### src/rtl/mc_serial_deserializer_pkg.sv
// Shared types and width helpers for the multi-channel serial deserializer.
package serdes_pkg;

  typedef enum logic [1:0] {
    S_IDLE,
    S_SHIFT,
    S_ERR
  } serdes_state_t;

  localparam int ERR_CNT_W = 16;

  // Counter width for a modulus of n, never narrower than one bit.
  function automatic int cnt_width(input int n);
    return (n > 1) ? $clog2(n) : 1;
  endfunction

endpackage

### src/rtl/mc_serial_deserializer_word_out_reg.sv
// Single-entry valid/ready holding register; loads land the edge after load_vld (1 cycle).
// A load in the same cycle as a drain wins, so the consumer sees back-to-back words with no bubble.
module word_out_reg #(
  parameter int WIDTH = 8
) (
  input  logic             clk,
  input  logic             rst_n,
  input  logic             en,
  input  logic             load_vld,
  input  logic [WIDTH-1:0] load_dat,
  output logic             word_vld,
  input  logic             word_rdy,
  output logic [WIDTH-1:0] word_dat
);

  always_ff @(posedge clk) begin
    if (!rst_n) begin
      word_vld <= 1'b0;
      word_dat <= '0;
    end else if (en) begin
      if (load_vld) begin
        word_vld <= 1'b1;
        word_dat <= load_dat;
      end else if (word_vld && word_rdy) begin
        word_vld <= 1'b0;
      end
    end
  end

endmodule

### src/rtl/mc_serial_deserializer.sv
// TDM bit-serial to parallel word deserializer with frame sync checking; word valid 1 cycle after its last bit.
// Under output backpressure only the completing bit is stalled; partial words keep shifting.
module mc_serial_deserializer
  import serdes_pkg::*;
#(
  parameter int DATA_WIDTH   = 24,
  parameter int NUM_CHANNELS = 8,
  parameter int MSB_FIRST    = 0,
  parameter int ABORT_ON_GAP = 0,
  localparam int CW = cnt_width(NUM_CHANNELS)
) (
  input  logic                  i_clk,
  input  logic                  i_rst_n,
  input  logic                  i_en,
  input  logic                  i_din,
  input  logic                  i_din_valid,
  input  logic                  i_sync,
  output logic                  o_ready,
  output logic [DATA_WIDTH-1:0] o_word,
  output logic [CW-1:0]         o_chan,
  output logic                  o_word_valid,
  input  logic                  i_word_ready,
  output logic                  o_frame_err,
  output logic [ERR_CNT_W-1:0]  o_err_count
);

  localparam int BW = cnt_width(DATA_WIDTH);
  localparam logic [BW-1:0] LAST_BIT  = BW'(DATA_WIDTH - 1);
  localparam logic [CW-1:0] LAST_CHAN = CW'(NUM_CHANNELS - 1);

  serdes_state_t         state_q, state_d;
  logic [BW-1:0]         bit_cnt_q, bit_cnt_d;
  logic [CW-1:0]         chan_cnt_q, chan_cnt_d;
  logic [DATA_WIDTH-1:0] shift_q, shift_d, shift_in;
  logic                  err_d;
  logic                  load_vld;
  logic                  accept;
  logic [DATA_WIDTH+CW-1:0] word_dat;

  assign o_ready = i_rst_n & i_en &
                   ~(o_word_valid & ~i_word_ready & (bit_cnt_q == LAST_BIT));
  assign accept  = i_en & i_din_valid & o_ready;

  always_comb begin
    shift_in = '0;
    if (MSB_FIRST != 0) shift_in = {shift_q[DATA_WIDTH-2:0], i_din};
    else                shift_in = {i_din, shift_q[DATA_WIDTH-1:1]};
  end

  always_comb begin
    state_d    = state_q;
    bit_cnt_d  = bit_cnt_q;
    chan_cnt_d = chan_cnt_q;
    shift_d    = shift_q;
    err_d      = 1'b0;
    load_vld   = 1'b0;
    if (i_en) begin
      case (state_q)
        S_IDLE: begin
          if (accept) begin
            shift_d    = shift_in;
            bit_cnt_d  = BW'(1);
            state_d    = S_SHIFT;
            chan_cnt_d = i_sync ? '0 : chan_cnt_q;
            err_d      = i_sync && (chan_cnt_q != '0);
          end
        end
        S_SHIFT: begin
          if (accept) begin
            shift_d = shift_in;
            if (i_sync) begin
              // Restart framing: this bit opens channel 0, the partial word is dropped.
              err_d      = 1'b1;
              chan_cnt_d = '0;
              bit_cnt_d  = BW'(1);
            end else if (bit_cnt_q == LAST_BIT) begin
              load_vld   = 1'b1;
              bit_cnt_d  = '0;
              chan_cnt_d = (chan_cnt_q == LAST_CHAN) ? '0 : chan_cnt_q + 1'b1;
              state_d    = S_IDLE;
            end else begin
              bit_cnt_d = bit_cnt_q + 1'b1;
            end
          end else if ((ABORT_ON_GAP != 0) && !i_din_valid) begin
            state_d = S_ERR;
            err_d   = 1'b1;
          end
        end
        S_ERR: begin
          state_d   = S_IDLE;
          bit_cnt_d = '0;
          shift_d   = '0;
        end
        default: state_d = S_IDLE;
      endcase
    end
  end

  always_ff @(posedge i_clk) begin
    if (!i_rst_n) begin
      state_q     <= S_IDLE;
      bit_cnt_q   <= '0;
      chan_cnt_q  <= '0;
      shift_q     <= '0;
      o_frame_err <= 1'b0;
      o_err_count <= '0;
    end else begin
      state_q     <= state_d;
      bit_cnt_q   <= bit_cnt_d;
      chan_cnt_q  <= chan_cnt_d;
      shift_q     <= shift_d;
      o_frame_err <= err_d;
      if (err_d && (o_err_count != '1)) o_err_count <= o_err_count + 1'b1;
    end
  end

  word_out_reg #(
    .WIDTH(DATA_WIDTH + CW)
  ) u_word_out (
    .clk      (i_clk),
    .rst_n    (i_rst_n),
    .en       (i_en),
    .load_vld (load_vld),
    .load_dat ({shift_in, chan_cnt_q}),
    .word_vld (o_word_valid),
    .word_rdy (i_word_ready),
    .word_dat (word_dat)
  );

  assign o_word = word_dat[CW +: DATA_WIDTH];
  assign o_chan = word_dat[CW-1:0];

endmodule

### config.mk
export PLATFORM = sky130hd
export DESIGN_NAME = mc_serial_deserializer
export DESIGN_NICKNAME = d
export VERILOG_FILES = /design/src/rtl/mc_serial_deserializer_pkg.sv /design/src/rtl/mc_serial_deserializer_word_out_reg.sv /design/src/rtl/mc_serial_deserializer.sv
export SDC_FILE = /design/constraint.sdc
export NUM_CORES = 1
export LEC_CHECK = 0
export CAP_MARGIN = 20
export CORE_ASPECT_RATIO = 1.4
export CORE_MARGIN = 1.5
export CORE_UTILIZATION = 50
export CTS_BUF_LIST = sky130_fd_sc_hd__clkbuf_8
export DETAILED_ROUTE_END_ITERATION = 12
export PLACE_DENSITY = 0.82
export SETUP_SLACK_MARGIN = 0.15
export SYNTH_ARGS = -nofsm -noshare
export SYNTH_HDL_FRONTEND = slang
export SYNTH_HIERARCHICAL = 1
export SYNTH_SLANG_ARGS = --single-unit
### constraint.sdc
create_clock -name i_clk -period 1.7 [get_ports i_clk]
set_input_delay 0.17 -clock i_clk [delete_from_list [all_inputs] [get_ports i_clk]]
set_output_delay 0.17 -clock i_clk [all_outputs]
set_load 0.005 [all_outputs]
# == After elaboration in Yosys (flattened, before gate mapping) ==
# Cells that the tools add are included.
# totals
out_inout_bits,46
in_bits,7
register_bits,79
# classes
bitwise,8
mux,31
reduce_logical,16
n_eq_ne,12
add_sub_neg,3
# ops
cell,count
24-bit one-hot mux with 2 select lines,1
24-bit 2-to-1 mux,1
5-bit 2-to-1 mux,4
3-bit 2-to-1 mux,6
"16-bit by 1-bit adder with 16-bit output, second input constant",1
"16-bit != test, second input constant",1
5-bit one-hot mux with 3 select lines,1
1-bit 2-to-1 mux,11
"2-bit != test, second input constant",5
2-bit 2-to-1 mux,4
1-bit bitwise AND,6
3-bit one-hot mux with 2 select lines,1
6-bit AND reduction,1
2-bit nonzero test,3
3-bit nonzero test,2
"5-bit by 1-bit adder with 5-bit output, second input constant",1
"5-bit == test, second input constant",1
5-bit AND reduction,1
2-bit one-hot mux with 2 select lines,1
2-bit AND reduction,2
4-bit AND reduction,1
"3-bit by 1-bit adder with 3-bit output, second input constant",1
"3-bit == test, second input constant",1
1-bit logical AND,3
9 further kinds,10

# == Logic depth before layout (Yosys ltp) ==
# depth
depth_word,11
depth_mapped,8
ltp_nobuf,7

# == By module ==
# The synthesis kept the hierarchy.
# modules_own_cells
mod,cells_each,area_per_inst_um2,instances
mc_serial_deserializer,256,2165.8,1
word_out_reg,127,1161.1,1

# == Worst setup path before layout ==
# Ideal clock, no wire load.
# synth_timing
kind,register to register
from,reg o_err_count[0]
to,reg o_err_count[14]
synth_period_minus_slack_ns,1.884
path_stages_with_launch,7
t_arrival_ns,1.761
path_buffers,0
path_slack_ns,-0.184
path_cell_list,dfxtp_1 ha_1 and4_1 and4bb_4 nor4b_2 or4b_1 mux2i_1
# synth_between
elab_chain_cells,2
# synth_rtl
item,line,source
start: declaration,mc_serial_deserializer.sv:24,output logic [ERR_CNT_W-1:0] o_err_count
start signal: assignment,mc_serial_deserializer.sv:113,if (err_d && (o_err_count != '1)) o_err_count <= o_err_count + 1'b1;
branches (longest 2 deep; another with 16-bit by 1-bit adder with 16-bit output),n/a,
# Several ways; the timed one is not identified.
# A chain may end at the register's enable or synchronous reset.

# == Final worst setup path ==
# layout_timing
from,reg o_err_count[1]
to,reg o_err_count[14]
# Same word-level chain as after synthesis.

==> metrics.md <==
| Metric | Value |
|---|---|
| Status | `complete, but fails checks` |
| Violated checks | `negative setup slack` |
| Worst Reg-to-Reg Cells | `6` |
| Pins Over Slew Limit | `0` |
| Critical-path cell list | `ha_4 -> and4_1 -> and4bb_4 -> nor4b_4 -> or4b_4 -> mux2i_1` |
| Synth Warn # | `6` |
| Hold wc startpoint | `i_rst_n` |
| Syn_nets | `395` |
| Max Cap Viol | `0` |
| Post-synthesis sequential area ratio | `46.3%` |
| Setup slack after layout | `-0.161 ns` |
| GPL Wtd Cong | `0.854` |
| Mapped cell area | `3330 µm²` |
| Share of layout cells above drive strength 1 | `46.3%` |
| Post-synth cell types | `44` |
| Number of global-route vias before repair | `3,500` |
| # fillers | `332` |
| Residual DRC | `0` |
| Gr ovfl total | `0` |
| Fmax | `0.537 GHz` |
| HPWL after DPL | `5490 µm` |
| TritonCTS clock tree | `yes` |
| Area of the multi-input gates | `2180 µm²` |
| Post-synthesis async set-or-reset flop share | `0%` |
| Pwr Density | `632 nW/µm²` |
| Metal-1 WL | `4430 µm` |
| H-tree depth | `3` |
| Routed Wire Length | `12,700 µm` |
| Average wire per standard cell | `21.8 µm` |
| First-pass GRT wire length | `16,500 µm` |
| Critical path fanouts, max | `3` |
| Main synth FF type | `dfxtp_1` |
| CP max-delay cell | `or4b_4` |
| Syn Area/Cell | `8.69 µm²` |
| DRT antenna net count | `0` |
| Final hold vios | `0` |
| Minimum clock period | `1.86 ns` |
| Met2 wire length | `6600 µm` |
| DR vias | `3,630` |
| Critical path capture point type | `register` |
| Final critical-path share of the clock period | `109%` |
| HP Class | `in2reg` |
| Area share of the largest cell type after synthesis | `46.3%` |
| Crit path DAT | `2.12 ns` |
| Static leakage | `2.25 nW` |
| P&R area growth vs syn | `67.0%` |
| Row count | `35` |
| Crit path largest cell delay | `0.49 ns` |
| Number of synthesized flops with an enable pin | `0` |
| Clock-pin slew on the worst setup and hold paths | `0.08 ns` |
| Unrepaired setup endpoints after global routing | `true` |
| R2R setup slack | `-0.16 ns` |
| Endpoint of the worst hold path | `u_word_out/word_vld$_SDFFE_PN0P_` |
| DR top layer | `met4` |
| Nets | `518` |
| Port Buf Inserts | `52` |
| Tot GR Track Use | `29.7%` |
| Slew HR | `64.6%` |
| Die Area | `7160 µm²` |
| Num CTS Buffers | `9` |
| Final setup violation count | `62` |
| Hold Crit Depth | `3` |
| Top cells by area, synth | `dfxtp_1 46%, nand2_1 11%, nand4_1 5.8%` |
| Die width | `71.9 µm` |
| Max clock buf depth | `2` |
| Least-Margin Pin Slew | `0.526 ns` |
| Kind of critical path | `reg2reg` |
| Die Ht | `99.5 µm` |
| Diodes inserted | `0` |
| Most frequent cells in the layout | `71 x dfxtp_1, 53 x nand2_1, 50 x clkdlybuf4s50_1, 47 x buf_4, 31 x nand4_1` |
| Vias per std cell | `6.22` |
| Worst setup SP type | `register` |
| DP Worst Slack | `-0.222 ns` |
| CTS Hold Bufs | `0` |
| Crit path required time | `1.96 ns` |
| Initial Util | `51.0%` |
| Largest net degree at the start of global routing | `74` |
| Detail Route met3 WL | `804 µm` |
| #FFs+latches synth | `77` |
| I/O pin cnt | `53` |
| Clock Skews | `0.00832 ns` |
| Critical R2R Launch | `o_err_count[1]$_SDFFE_PN0P_` |
| Setup TNS | `-4.97 ns` |
| RR Endpoint | `o_err_count[14]$_SDFFE_PN0P_` |
| Leading area contributor after synthesis | `dfxtp_1` |
| Clock root cell | `clkbuf_8` |
| Seq. cell area | `1550 µm²` |
| Peak supply drop | `0.624 mV` |
| CORE AREA | `6530 µm²` |
| Worst skew pair latency | `0.37 ns` |
| Synth Instances | `383` |
| Starting DRC count in detailed routing | `342` |
| Most common cell after layout, fill and taps aside | `dfxtp_1` |
| DR pass1 iterations | `5` |
| Antenna violations before repair | `0` |
| Clock Sinks | `77` |
[cells in the mapped netlist (all sizes together) (2+ instances only)]
cell    count
nand2      94
dfxtp      77
o21ai      33
nand4      31
a21oi      30
buf        16
nor2       14
clkbuf     10
mux2i       9
inv         6
nand2b      6
nand3       6
and2        5
ha          5
and3        4
nand4b      4
nor4        4
xnor2       4
and4        3
nor3        3
o211a       2
o21a        2
or4b        2
[final cells by class]
type,count,share of cell area [%]
well taps,74,1.67
clock inverters,4,0.856
clock buffers,11,2.73
repair buffers,138,27.1
flip-flops and latches,77,27.9
multi-input cells,274,39.3
inverters,6,0.405
[how the worst max path moves through the flow]
stage | startpoint | to | depth (start not counted)
after floorplan | o_err_count[0]$_SDFFE_PN0P_ | o_err_count[14]$_SDFFE_PN0P_ | 6
after global placement | i_en | o_err_count[14]$_SDFFE_PN0P_ | 6
after detailed placement | i_en | o_err_count[14]$_SDFFE_PN0P_ | 6
after CTS | o_err_count[1]$_SDFFE_PN0P_ | o_err_count[14]$_SDFFE_PN0P_ | 6
after global routing | bit_cnt_q[1]$_SDFFE_PN0P_ | o_err_count[7]$_SDFFE_PN0P_ | 9
final | o_err_count[1]$_SDFFE_PN0P_ | o_err_count[14]$_SDFFE_PN0P_ | 6
[timing repair]
action | CTS | global route
gates resized for setup | 101 | 93
setup endpoints to repair | 77 | 79
buffers inserted | 12 | 8
gates cloned | 6 | 3
pin swaps | 42 | 47
[sequential cells by signal (all words and copies together) (netlist names)]
signal	cells
bit_cnt_q	5
chan_cnt_q	3
o_err_count	16
o_frame_err	1
shift_q	23
state_q	1
u_word_out/word_dat	27
u_word_out/word_vld	1
[routing by layer]
metal | global-route usage [%] | up-vias
met3 | 4.05 | 83
met4 | 19.6 | 0
met2 | 52.7 | 220
li1 | - | 1592
met5 | 0 | -
met1 | 32.4 | 1735
[critical path, delay by kind of cell, from the launching register on]
kind,cells,cell delay [ns]
muxes,1,0.13
DFF,1,0.34
adders and majority gates,1,0.16
and+or+nand+nor,4,1.12
[per-stage QoR]
step / instances / util [%] / total power, W / cell area [µm²] / hold WS [ns]
floorplan: 383 / - / 0.00194 / 3380 / 0.306
global placement: 540 / 65.4 / 0.00199 / 4270 / 0.444
detailed placement: 540 / 65.4 / 0.00199 / 4270 / 0.456
CTS: 573 / 77.5 / 0.00343 / 5060 / 0.342
global route: 584 / 85.1 / 0.00360 / 5560 / 0.351
finish: 584 / 85.1 / 0.00351 / 5560 / 0.328
[report_power, final]
part           switching [W]  internal [W]  leakage (nW)
Sequential        0.00000598       0.00181         0.623
Combinational       0.000149      0.000106          1.52
Clock               0.000695      0.000748         0.107
[kinds of logic (layout without fill, tap and decap cells)]
family,after synthesis,count (layout),synth area share [%]
adder cells (fa/ha/maj),5,5,1.88
multiplexers,9,9,2.71
AND/OR/NAND/NOR,182,182,27.9
XOR/XNOR,4,4,1.05
AO/OA/AOI/OAI,74,74,14.9
flip-flops,77,77,46.3
buffers and inverters,32,159,5.23
Power figures use the tool's default switching activity.
